### config.mk
export PLATFORM = sky130hd
export DESIGN_NAME = fifo_drain_arbiter
export DESIGN_NICKNAME = d
export VERILOG_FILES = /design/src/rtl/dagger_pkg.sv /design/src/rtl/skid_buffer_2.sv /design/src/rtl/fifo_drain_arbiter.sv
export SDC_FILE = /design/constraint.sdc
export NUM_CORES = 1
export LEC_CHECK = 0
export CAP_MARGIN = 0
export CORE_ASPECT_RATIO = 1.75
export CORE_MARGIN = 3
export CORE_UTILIZATION = 28
export CTS_CLUSTER_DIAMETER = 60
export DETAILED_ROUTE_END_ITERATION = 6
export DONT_BUFFER_PORTS = 1
export GPL_ROUTABILITY_DRIVEN = 0
export PLACE_DENSITY = 0.47
export REMOVE_ABC_BUFFERS = 1
export SYNTH_ARGS = -nofsm -noshare
export SYNTH_HDL_FRONTEND = slang
export SYNTH_SLANG_ARGS = --single-unit
### constraint.sdc
create_clock -name clk -period 2.9 [get_ports clk]
set_clock_uncertainty 0.2 [all_clocks]
set_input_delay 0.145 -clock clk [delete_from_list [all_inputs] [get_ports clk]]
set_output_delay 0.145 -clock clk [all_outputs]
set_load 0.01 [all_outputs]
### src/rtl/dagger_pkg.sv
// dagger_pkg: definitions shared by the FIFO drain arbiter and its helpers.
//   arb_state_e : arbiter FSM state (IDLE searches for a channel, BURST drains it)
//   BURST_W     : width of the per-grant pop counter (MAX_BURST is at most 255)
package dagger_pkg;

  typedef enum logic {
    ST_IDLE  = 1'b0,
    ST_BURST = 1'b1
  } arb_state_e;

  localparam int unsigned BURST_W = 8;

endpackage

### src/rtl/skid_buffer_2.sv
// skid_buffer_2: two-entry FIFO between the channel read path and the
// downstream valid/ready interface.
//   clk, rst_n : clock and asynchronous active-low reset
//   in_valid   : write strobe; in_data is captured on the same edge
//   in_data    : write payload
//   out_valid  : head entry present (count != 0)
//   out_ready  : downstream accept; a beat leaves on out_valid & out_ready
//   out_data   : head entry, forced to zero while the buffer is empty
//   count      : occupancy, 0..2
// A write and a read in the same cycle leave count unchanged. A write into a
// full buffer without a read is dropped; the arbiter's credit check keeps
// that from happening.
module skid_buffer_2 #(
  parameter int DATA_WIDTH = 32
) (
  input  logic                  clk,
  input  logic                  rst_n,
  input  logic                  in_valid,
  input  logic [DATA_WIDTH-1:0] in_data,
  output logic                  out_valid,
  input  logic                  out_ready,
  output logic [DATA_WIDTH-1:0] out_data,
  output logic [1:0]            count
);

  logic [DATA_WIDTH-1:0] mem_p0 [2];
  logic                  wr_ptr;
  logic                  rd_ptr;
  logic                  enq;
  logic                  deq;

  assign out_valid = (count != 2'd0);
  assign deq       = out_valid & out_ready;
  assign enq       = in_valid & ((count != 2'd2) | deq);

  always_ff @(posedge clk or negedge rst_n) begin
    if (!rst_n) begin
      wr_ptr <= 1'b0;
      rd_ptr <= 1'b0;
      count  <= 2'd0;
    end else begin
      wr_ptr <= wr_ptr ^ enq;
      rd_ptr <= rd_ptr ^ deq;
      count  <= count + 2'(enq) - 2'(deq);
    end
  end

  // Storage stage: payload registers carry no reset; emptiness masks them.
  always_ff @(posedge clk) begin
    if (enq) begin
      mem_p0[wr_ptr] <= in_data;
    end
  end

  assign out_data = out_valid ? mem_p0[rd_ptr] : '0;

endmodule

### src/rtl/fifo_drain_arbiter.sv
// fifo_drain_arbiter: drains NUM_CH asynchronous FIFOs (read side on clk) into
// a single valid/ready stream, granting channels round-robin with up to
// MAX_BURST pops per grant.
//   clk, rst_n    : read-side clock, asynchronous active-low reset
//   ch_empty      : per-channel FIFO empty flags
//   ch_pop_en     : per-channel pop request (at most one bit set)
//   ch_pop_valid  : per-channel read-data valid, one cycle after a pop
//   ch_pop_data   : per-channel read data
//   ch_error      : per-channel sticky write-side loss flags
//   out_valid/out_ready/out_data/out_ch_id : output beat and its source channel
//   err_lost      : ch_error delayed by one cycle
//   err_protocol  : sticky; a channel returned data it was not asked for
module fifo_drain_arbiter #(
  parameter int NUM_CH     = 4,
  parameter int DATA_WIDTH = 32,
  parameter int MAX_BURST  = 8
) (
  input  logic                               clk,
  input  logic                               rst_n,
  input  logic [NUM_CH-1:0]                  ch_empty,
  output logic [NUM_CH-1:0]                  ch_pop_en,
  input  logic [NUM_CH-1:0]                  ch_pop_valid,
  input  logic [NUM_CH-1:0][DATA_WIDTH-1:0]  ch_pop_data,
  input  logic [NUM_CH-1:0]                  ch_error,
  output logic                               out_valid,
  input  logic                               out_ready,
  output logic [DATA_WIDTH-1:0]              out_data,
  output logic [$clog2(NUM_CH)-1:0]          out_ch_id,
  output logic [NUM_CH-1:0]                  err_lost,
  output logic                               err_protocol
);

  import dagger_pkg::*;

  localparam int ID_W   = $clog2(NUM_CH);
  localparam int SKID_W = DATA_WIDTH + ID_W;

  arb_state_e         state_q, state_nxt;
  logic [ID_W-1:0]    grant_q, grant_nxt;
  logic [ID_W-1:0]    last_grant_q, last_grant_nxt;
  logic [BURST_W-1:0] burst_cnt_q, burst_cnt_nxt;
  logic               rr_hit;
  logic [ID_W-1:0]    rr_pick;
  logic               pop;
  logic               credit;
  logic [2:0]         occ_net;

  logic               pop_vld_p1;
  logic [ID_W-1:0]    grant_p1;
  logic [NUM_CH-1:0]  pop_en_p1;
  logic               live_p1;

  logic               skid_valid;
  logic [SKID_W-1:0]  skid_in;
  logic [SKID_W-1:0]  skid_out;
  logic [1:0]         skid_count;
  logic               deq;

  // First non-empty channel after 'last', wrapping modulo NUM_CH.
  // Returns {hit, index}.
  function automatic logic [ID_W:0] rr_search(input logic [NUM_CH-1:0] empty,
                                                input logic [ID_W-1:0]   last);
    logic [ID_W:0]   res;
    logic [ID_W-1:0] cand;
    int unsigned     pos;
    res = '0;
    for (int k = 1; k <= NUM_CH; k++) begin
      pos = int'(last) + k;
      if (pos >= NUM_CH) pos = pos - NUM_CH;
      cand = ID_W'(pos);
      if (!res[ID_W] && !empty[cand]) res = {1'b1, cand};
    end
    return res;
  endfunction

  assign deq = skid_valid & out_ready;

  // Occupancy the skid buffer will hold once this cycle's departing beat
  // and the beat already in flight are accounted for. A pop now lands in
  // the buffer two edges from now, so it is safe exactly when this is < 2;
  // counting the departing beat is what lets a burst run at one beat per
  // cycle with out_ready held high.
  assign occ_net = 3'(skid_count) - 3'(deq) + 3'(pop_vld_p1);
  assign credit  = (occ_net < 3'd2);

  always_comb begin
    state_nxt      = state_q;
    grant_nxt      = grant_q;
    last_grant_nxt = last_grant_q;
    burst_cnt_nxt  = burst_cnt_q;
    ch_pop_en      = '0;
    pop            = 1'b0;
    {rr_hit, rr_pick} = rr_search(ch_empty, last_grant_q);

    unique case (state_q)
      ST_IDLE: begin
        if (rr_hit) begin
          grant_nxt     = rr_pick;
          burst_cnt_nxt = '0;
          state_nxt     = ST_BURST;
        end
      end
      ST_BURST: begin
        if (!ch_empty[grant_q] && credit) begin
          pop                = 1'b1;
          ch_pop_en[grant_q] = 1'b1;
          burst_cnt_nxt      = burst_cnt_q + 1'b1;
          if (burst_cnt_q == BURST_W'(MAX_BURST - 1)) begin
            state_nxt      = ST_IDLE;
            last_grant_nxt = grant_q;
          end
        end else if (ch_empty[grant_q]) begin
          state_nxt      = ST_IDLE;
          last_grant_nxt = grant_q;
        end
      end
      default: state_nxt = ST_IDLE;
    endcase
  end

  always_ff @(posedge clk or negedge rst_n) begin
    if (!rst_n) begin
      state_q      <= ST_IDLE;
      grant_q      <= '0;
      last_grant_q <= ID_W'(NUM_CH - 1);
      burst_cnt_q  <= '0;
    end else begin
      state_q      <= state_nxt;
      grant_q      <= grant_nxt;
      last_grant_q <= last_grant_nxt;
      burst_cnt_q  <= burst_cnt_nxt;
    end
  end

  // Pop -> read-data stage: remember which channel was popped so the
  // returning word can be steered and tagged, and so unsolicited valids
  // can be detected.
  always_ff @(posedge clk or negedge rst_n) begin
    if (!rst_n) begin
      pop_vld_p1   <= 1'b0;
      grant_p1     <= '0;
      pop_en_p1    <= '0;
      live_p1      <= 1'b0;
      err_protocol <= 1'b0;
      err_lost     <= '0;
    end else begin
      pop_vld_p1 <= pop;
      grant_p1   <= grant_q;
      pop_en_p1  <= ch_pop_en;
      // live_p1 masks the first cycle out of reset, when a channel may
      // still answer a pop that the reset cancelled.
      live_p1    <= 1'b1;
      if (live_p1 && |(ch_pop_valid & ~pop_en_p1)) begin
        err_protocol <= 1'b1;
      end
      err_lost <= ch_error;
    end
  end

  // Read-data -> skid stage: the word returned for the popped channel is
  // written with its channel id one cycle after the pop.
  assign skid_in = {grant_p1, ch_pop_data[grant_p1]};

  skid_buffer_2 #(
    .DATA_WIDTH (SKID_W)
  ) u_skid (
    .clk       (clk),
    .rst_n     (rst_n),
    .in_valid  (pop_vld_p1),
    .in_data   (skid_in),
    .out_valid (skid_valid),
    .out_ready (out_ready),
    .out_data  (skid_out),
    .count     (skid_count)
  );

  assign out_valid = skid_valid;
  assign out_data  = skid_out[DATA_WIDTH-1:0];
  assign out_ch_id = skid_out[SKID_W-1 -: ID_W];

endmodule

==> implementation parameters, run 1 <==
Parameter                              Value

Status
  Outcome ... complete, no violations

Yosys
  Dominant combinational cell family by area after synthesis ... multiplexers
  Post-synth design cell area ... 4680 um2
  Synthesis-stage register bit count ... 98
  Post-synthesis simple-gate area fraction ... 7.30%
  XOR/XNOR Fraction of Synth Area ... 0.936%
  Sequential area share after synthesis ... 59.7%
  Post-synthesis average cell area ... 15.2 um2
  Proportion of synthesized area in mux cells ... 24.3%
  Number of distinct library cells after synthesis ... 42
  Share of the synthesized area in compound gates (AO/OA/AOI/OAI) ... 3.21%
  Adder and majority cell fraction of the synthesized area ... 1.77%
  Syn. warnings ... 0
  Synthesized netlist cell count ... 308

Pwr
  Power share of the combinational group ... 40.9%
  Switching Power ... 2050 uW
  Proportion of total power due to net switching ... 34.8%
  Peak supply drop ... 601 uV
  Part of the power in the clock network ... 19.2%
  Reg power frac ... 39.9%
  Power density cells ... 960 nW/um2
  Internal power summed over all cells ... 3840 uW
  Leakage dissipation ... 0.00226 uW

Setup path
  Path depth of the worst reg2reg path ... 9
  Startpoint-to-endpoint class of the critical path ... input pin to primary output
  Arrival time at the worst endpoint ... 2.45 ns
  CP Data Required Time ... 2.56 ns
  Setup crit end kind ... primary output
  Reg-to-reg slack, setup ... 0.19 ns
  Startpoint type of the worst setup path ... input pin
  Crit-path max FO ... 6

Cells and area
  P&R area growth vs syn ... 31.1%
  Area occupied by registers ... 2800 um2
  Final design utilization ... 38.1%
  Most frequent standard cell in the layout excluding fill and tap cells ... dlygate4sd3_1
  Commonest non-fill, non-tap cells in the layout ... dlygate4sd3_1 (79), edfxtp_1 (68), mux2i_1 (36), nor2_1 (36), mux4_2 (33)
  Post-layout net count ... 542
  Footprint of the multi-input gates ... 1800 um2
  Final Instance Area ... 6130 um2
  Proportion of layout cells with a drive suffix above 1 ... 20.4%
  Fill cells ... 1523

Timing
  Transition time at the pin with the least slew margin ... 0.833 ns
  Highest clock frequency the design can meet ... 0.358 GHz
  Setup repair after global routing missed its margin ... no
  Total negative setup slack ... 0 ns
  Setup violations, final ... 0
  Pins Over Slew Limit ... 0
  Period utilisation layout ... 96.4%
  Number of endpoints with negative hold slack in the final report ... 0
  Final critical path time including I/O delays and setup ... 2.80 ns
  Max-Slew Margin vs Limit ... 44.5%

GRT
  First-pass GRT wire length ... 17.6 mm
  Maximum number of pins on one net before global-route repair ... 35
  Tot GR Track Use ... 12.4%
  Via count of the first global-routing pass ... 3249
  Number of antenna violations at the first check in global routing ... 2
  Total gr overflow ... 0

Clock tree
  Worst-Skew Late Latency ... 0.34 ns
  Buffer cell driving the clock tree root ... clkbuf_16
  TritonCTS clock tree ... done
  Number of H-tree levels ... 3
  CTS Buf Count ... 9
  Total number of clock tree sinks ... 98
  Longest Clk Path Bufs ... 2
  Clk slew on worst S/H paths ... 0.07 ns

Drt
  Aggregate routed wire length ... 11.5 mm
  Number of remaining DRC errors ... 0
  Vias per inst ... 4.79
  Total vias in the final route ... 2964
  Antenna viol nets, final ... 0
  First DRT Iteration DRCs ... 98
  Detailed-routing iteration count for the pre-antenna-repair pass ... 4
  Routed wire per std cell ... 18.6 um

Min path
  Hold depth ... 3
  Path class of the lowest-slack min-delay path ... input pin to flop

Placed design
  Post-DP HPWL ... 8.16 mm
  Cell area reported after detailed placement ... 4980 um2
  Port Buffers ... 0

Floorplan
  Core Box Area ... 16100 um2
  Overall die area ... 18400 um2
  Ports placed on the boundary ... 187
  Initial Utilization ... 29.0%
  Count of standard-cell rows ... 61
  Width of the die ... 104 um
  DIE HEIGHT ... 177 um

Run
  Total of max-cap violations ... 0
==> power by group through the flow <==
stage | sequential (uW) | combinational (uW) | clock (uW)
floorplan | 2370 | 1380 | 0
global route | 2410 | 2620 | 1230
detailed placement | 2400 | 1980 | 0
finish | 2350 | 2410 | 1130
global placement | 2380 | 1940 | 0
CTS | 2360 | 2450 | 1170
==> metal layers <==
metal	GRT usage (%)	up-vias	share of wire (%)	wire (um)
met4	4.55	2	1.9	216
met3	3.83	14	6.8	785
met1	12.4	1494	35	4020
met2	23.9	104	56	6460
li1	-	1350	-	-
met5	0	-	0.11	13
==> timing repair <==
action | 4_1_cts | 5_1_grt
endpoints found under the hold margin | 105 | 0
gates resized for setup | 6 | 5
setup endpoints to repair | 4 | 4
pin swaps | 2 | 2
hold buffers | 80 | 0
buffers inserted | 3 | 0
==> state kept, by name (all words and copies together), names as in the netlist <==
| name | cells |
|---|---|
| u_skid.mem_p0 | 68 |
| burst_cnt_q | 8 |
| err_lost | 4 |
| pop_en_p1 | 4 |
| grant_p1 | 2 |
| grant_q | 2 |
| last_grant_q | 2 |
| u_skid.count | 2 |
| err_protocol | 1 |
| live_p1 | 1 |
| pop_vld_p1 | 1 |
| state_q | 1 |
| u_skid.rd_ptr | 1 |
| u_skid.wr_ptr | 1 |
==> synthesized netlist by cell type <==
| master | instances | share of area (%) |
|---|---|---|
| nor4_1 | 3 | 0.40 |
| clkbuf_1 | 9 | 0.72 |
| a21oi_1 | 3 | 0.32 |
| nor3_1 | 2 | 0.21 |
| o31a_1 | 1 | 0.19 |
| a221oi_1 | 1 | 0.19 |
| or2_2 | 1 | 0.13 |
| nor3b_1 | 1 | 0.16 |
| nand3_1 | 6 | 0.64 |
| nand4_1 | 1 | 0.13 |
| o2bb2ai_1 | 1 | 0.19 |
| o22ai_1 | 3 | 0.40 |
| edfxtp_1 | 68 | 44 |
| nand2_1 | 13 | 1.0 |
| o311ai_0 | 1 | 0.19 |
| xor2_1 | 2 | 0.37 |
| mux2_2 | 3 | 0.72 |
| o21ai_0 | 5 | 0.53 |
| a2111oi_0 | 1 | 0.19 |
| o31ai_1 | 2 | 0.32 |
| ha_1 | 5 | 1.3 |
| inv_1 | 12 | 0.96 |
| dfrtp_1 | 28 | 15 |
| conb_1 | 1 | 0.080 |
| mux2i_1 | 36 | 7.7 |
| nand3b_1 | 1 | 0.16 |
| nor2b_1 | 1 | 0.13 |
| a311oi_1 | 1 | 0.19 |
| a21o_1 | 1 | 0.16 |
| buf_1 | 6 | 0.48 |
| dfstp_2 | 2 | 1.1 |
| mux4_2 | 33 | 16 |
| buf_6 | 2 | 0.48 |
| and3_2 | 1 | 0.16 |
| xnor2_1 | 3 | 0.56 |
| o21a_1 | 1 | 0.16 |
| or4_1 | 3 | 0.48 |
| or3_4 | 1 | 0.24 |
| o41ai_1 | 1 | 0.19 |
| nand2b_1 | 2 | 0.27 |
| nor2_1 | 39 | 3.1 |
| fa_1 | 1 | 0.43 |
==> area by class of cell <==
| class | count | area share, % |
|---|---|---|
| clock buffer | 9 | 3.67 |
| timing repair buffer | 91 | 15.0 |
| tap | 220 | 4.49 |
| sequential | 98 | 45.7 |
| antenna | 1 | 0.0408 |
| multi-input combinational | 181 | 29.4 |
| clock inverter | 7 | 1.02 |
| inverter | 12 | 0.776 |
==> critical path: stages <==
cell           delay (ns)
dlygate4sd3_1        0.64
nand3_2              0.15
o21ai_2              0.10
nand2_1              0.08
fa_1                 0.37
xor2_1               0.18
or3_4                0.46
inv_4                0.09
nand2_1              0.08
nor2_4               0.15
==> path summary, 6_finish.rpt <==
| check | endpoint | startpoint |
|---|---|---|
| hold / removal | state_q | ch_empty[1] |
| setup / recovery | ch_pop_en[1] | out_ready |
| hold reg to reg | burst_cnt_q[0] | burst_cnt_q[0] |
| min in group asynchronous | burst_cnt_q[5] | rst_n |
| max in group asynchronous | last_grant_q[1] | rst_n |
| setup reg to reg | burst_cnt_q[7] | u_skid.count[0] |
==> cells by family (layout without fill, tap and decap cells) <==
| group | after synthesis | count (layout) |
|---|---|---|
| other | 1 | 2 |
| AOI/OAI and AO/OA | 22 | 22 |
| buffers and inverters | 29 | 119 |
| muxes | 72 | 72 |
| and+or+nand+nor | 75 | 75 |
| adders and majority gates | 6 | 6 |
| xor gates and xnor gates | 5 | 5 |
| DFF | 98 | 98 |
==> metrics by stage <==
step | power (uW) | setup WS, ns | cells | hold WS (ns)
5_1_grt | 6260 | 0.000940 | 618 | 0.0282
3_5_place_dp | 4370 | 0.0296 | 519 | -0.349
4_1_cts | 5990 | 0.0438 | 618 | 0.00208
2_1_floorplan | 3750 | 0.253 | 291 | -0.351
3_3_place_gp | 4320 | 0.129 | 519 | -0.349
6_report | 5890 | 0.104 | 619 | 0.0164
Note: power is estimated with default switching activity, not from simulation.
==> run 2: changes to the inputs <==
--- a/config.mk
+++ b/config.mk
@@ -13,6 +13,7 @@
 export DETAILED_ROUTE_END_ITERATION = 6
 export DONT_BUFFER_PORTS = 1
 export GPL_ROUTABILITY_DRIVEN = 0
+export MAX_ROUTING_LAYER = met4
 export PLACE_DENSITY = 0.47
 export REMOVE_ABC_BUFFERS = 1
 export SYNTH_ARGS = -nofsm -noshare
==> run 2 against run 1 <==
Effect of this change:
- routed wire length hardly changed
- utilization barely moved
- setup slack got worse by 0.00099 ns
- register-to-register slack is essentially flat
- sequential power is essentially flat
- critical path depth unchanged
- die area did not move
- final area about the same
- count of clock-buffer cells in the layout unchanged
- sequential cell count unchanged
- critical endpoint unchanged
- largest cell class unchanged
==> implementation parameters, run 2 (synthesized netlist as in run 1, its figures left out) <==
Parameter                              Value

Setup path
  Critical-path top delay cell ... dlygate4sd3_1 (unchanged)
  Reg-to-reg slack, setup ... 0.19 ns (about the same)
  CP Data Required Time ... 2.56 ns (about the same)
  Capturing point of the worst reg2reg path ... burst_cnt_q[7] (unchanged)
  Startpoint type of the worst setup path ... input pin (unchanged)
  Startpoint-to-endpoint class of the critical path ... input pin to primary output (unchanged)
  Path depth of the worst reg2reg path ... 9 (unchanged)
  Worst path cell trace ... dlygate4sd3_1 -> nand3_2 -> o21ai_2 -> nand2_1 -> fa_1 -> xor2_1 -> or3_4 -> inv_4 -> nand2_1 -> nor2_4 (unchanged)
  Arrival time at the worst endpoint ... 2.45 ns (about the same)
  Crit-path max FO ... 6 (unchanged)
  CP max stage delay ... 0.64 ns (about the same)
  Category of cells accounting for the largest share of critical-path delay ... simple AND/OR/NAND/NOR gates (unchanged)
  Reg-to-Reg Start ... u_skid.count[0] (unchanged)
  Setup crit end kind ... primary output (unchanged)
  Most used cell, CP ... nand2_1 (unchanged)
  Worst path bufs/invs ... 2 (unchanged)

Floorplan
  DIE HEIGHT ... 177 um (unchanged)
  Count of standard-cell rows ... 61 (unchanged)
  Ports placed on the boundary ... 187 (unchanged)
  Core Box Area ... 16100 um2 (unchanged)
  Width of the die ... 104 um (unchanged)
  Initial Utilization ... 29.0% (unchanged)
  Overall die area ... 18400 um2 (unchanged)

Pwr
  Leakage dissipation ... 0.00226 uW (unchanged)
  Peak supply drop ... 599 uV (was 601 uV)
  Power density cells ... 959 nW/um2 (was 960 nW/um2)

Timing
  Setup ws final ... 0.103 ns (was 0.104 ns)
  Transition time at the pin with the least slew margin ... 0.834 ns (was 0.833 ns)
  Final critical path time including I/O delays and setup ... 2.80 ns (about the same)
  Total negative setup slack ... 0 ns (unchanged)
  Pins Over Slew Limit ... 0 (unchanged)
  Period utilisation layout ... 96.4% (about the same)
  Setup repair after global routing missed its margin ... no (unchanged)
  Setup violations, final ... 0 (unchanged)
  Highest clock frequency the design can meet ... 0.358 GHz (about the same)
  Number of endpoints with negative hold slack in the final report ... 0 (unchanged)
  Max-Slew Margin vs Limit ... 44.4% (was 44.5%)

Placed design
  Post-DP HPWL ... 8.16 mm (unchanged)
  Port Buffers ... 0 (unchanged)
  Post-placement setup slack ... 0.0296 ns (unchanged)

Clock tree
  Buffer cell driving the clock tree root ... clkbuf_16 (unchanged)
  Clk slew on worst S/H paths ... 0.07 ns (about the same)
  CTS Buf Count ... 9 (unchanged)
  Longest Clk Path Bufs ... 2 (unchanged)
  TritonCTS clock tree ... done (unchanged)
  Number of H-tree levels ... 3 (unchanged)
  Total number of clock tree sinks ... 98 (unchanged)
  Worst-Skew Late Latency ... 0.34 ns (about the same)

Status
  Outcome ... complete, no violations (unchanged)

Cells and area
  Fill cells ... 1525 (was 1523)
  Post-layout net count ... 542 (unchanged)
  Most frequent standard cell in the layout excluding fill and tap cells ... dlygate4sd3_1 (unchanged)
  Largest register by flop count ... u_skid.mem_p0 (unchanged)
  Commonest non-fill, non-tap cells in the layout ... dlygate4sd3_1 (79), edfxtp_1 (68), mux2i_1 (36), nor2_1 (36), mux4_2 (33) (unchanged)
  P&R area growth vs syn ... 31.1% (about the same)
  Flip-flop count of the largest register after layout ... 68 (unchanged)
  Proportion of layout cells with a drive suffix above 1 ... 20.4% (unchanged)
  Top flop regs ... u_skid.mem_p0: 68 flops, burst_cnt_q: 8 flops (unchanged)

GRT
  Via count of the first global-routing pass ... 3256 (was 3249)
  Total gr overflow ... 0 (unchanged)
  Tot GR Track Use ... 12.8% (was 12.4%)
  Number of antenna violations at the first check in global routing ... 2 (unchanged)
  Maximum number of pins on one net before global-route repair ... 35 (unchanged)
  First-pass GRT wire length ... 17.6 mm (about the same)

Drt
  Antenna viol nets, final ... 0 (unchanged)
  First DRT Iteration DRCs ... 120 (was 98)
  Total vias in the final route ... 2951 (was 2964)
  Vias per inst ... 4.76 (was 4.79)
  Aggregate routed wire length ... 11.5 mm (about the same)
  Routed wire per std cell ... 18.5 um (was 18.6 um)
  Number of remaining DRC errors ... 0 (unchanged)
  Detailed-routing iteration count for the pre-antenna-repair pass ... 4 (unchanged)

Min path
  Path class of the lowest-slack min-delay path ... input pin to flop (unchanged)
  Worst hold endpoint ... state_q (unchanged)
  Hold depth ... 3 (unchanged)
  Source of the worst hold timing path ... ch_empty[1] (unchanged)

Run
  Total of max-cap violations ... 0 (unchanged)
[run 2: cell types whose count changed in the layout (fill, tap and decap cells not counted), sizes merged]
cell	before	now
diode	1	2
[run 2: metrics by stage]
step | hold slack (ns) | power [uW] | util (%) | area [um2] | cells
2_1_floorplan | -0.351 | 3750 | - | 4600 | 291
3_3_place_gp | -0.349 | 4320 | 30.9 | 4980 | 519
3_5_place_dp | -0.349 | 4370 | 30.9 | 4980 | 519
4_1_cts | 0.00208 | 5990 | 37.9 | 6110 | 618
5_1_grt | 0.0283 | 6260 | 38.1 | 6130 | 620
6_report | 0.0180 | 5880 | 38.1 | 6130 | 620
[run 2: cell type report]
type,count,area (um2),share of cell area (%)
diodes,2,5.00,0.0816
clock buffers,9,225,3.67
clock inverters,7,62.6,1.02
inverters,12,47.5,0.775
multi-input cells,181,1800,29.4
flip-flops and latches,98,2800,45.6
well taps,220,275,4.49
repair buffers,91,918,15.0
[run 2: what timing repair did]
| item | in CTS | in global routing |
|---|---|---|
| buffers inserted | 3 | 0 |
| endpoints found under the hold margin | 105 | 0 |
| resized for setup | 6 | 5 |
| setup endpoints to repair | 4 | 4 |
| hold buffers | 80 | 0 |
| pin swaps | 2 | 2 |
| gates cloned | 0 | 0 |
[run 2: worst max-delay path by stage]
| stage | cells past startpoint | start | to |
|---|---|---|---|
| floorplan | 8 | u_skid.count[1] | burst_cnt_q[7] |
| global placement | 9 | u_skid.count[0] | burst_cnt_q[7] |
| detailed placement | 9 | u_skid.count[0] | burst_cnt_q[6] |
| CTS | 10 | u_skid.count[0] | ch_pop_en[2] |
| global route | 10 | out_ready | ch_pop_en[1] |
| finish | 10 | out_ready | ch_pop_en[1] |
[run 2: routing by layer]
| metal | wire length (um) | global-route usage, % |
|---|---|---|
| met3 | 791 | 3.83 |
| met1 | 4050 | 12.4 |
| met4 | 185 | 4.55 |
| met2 | 6460 | 23.9 |
| met5 | 0 | - |
[run 2: worst min-delay path: stages]
cell      delay, ns
mux2_2         0.12
a311oi_1       0.13
o21a_1         0.11
[run 2: power by group]
group          internal, uW  switching [uW]  total, uW
registers              1980             369       2350
logic                  1260            1150       2410
clock network           595             532       1130
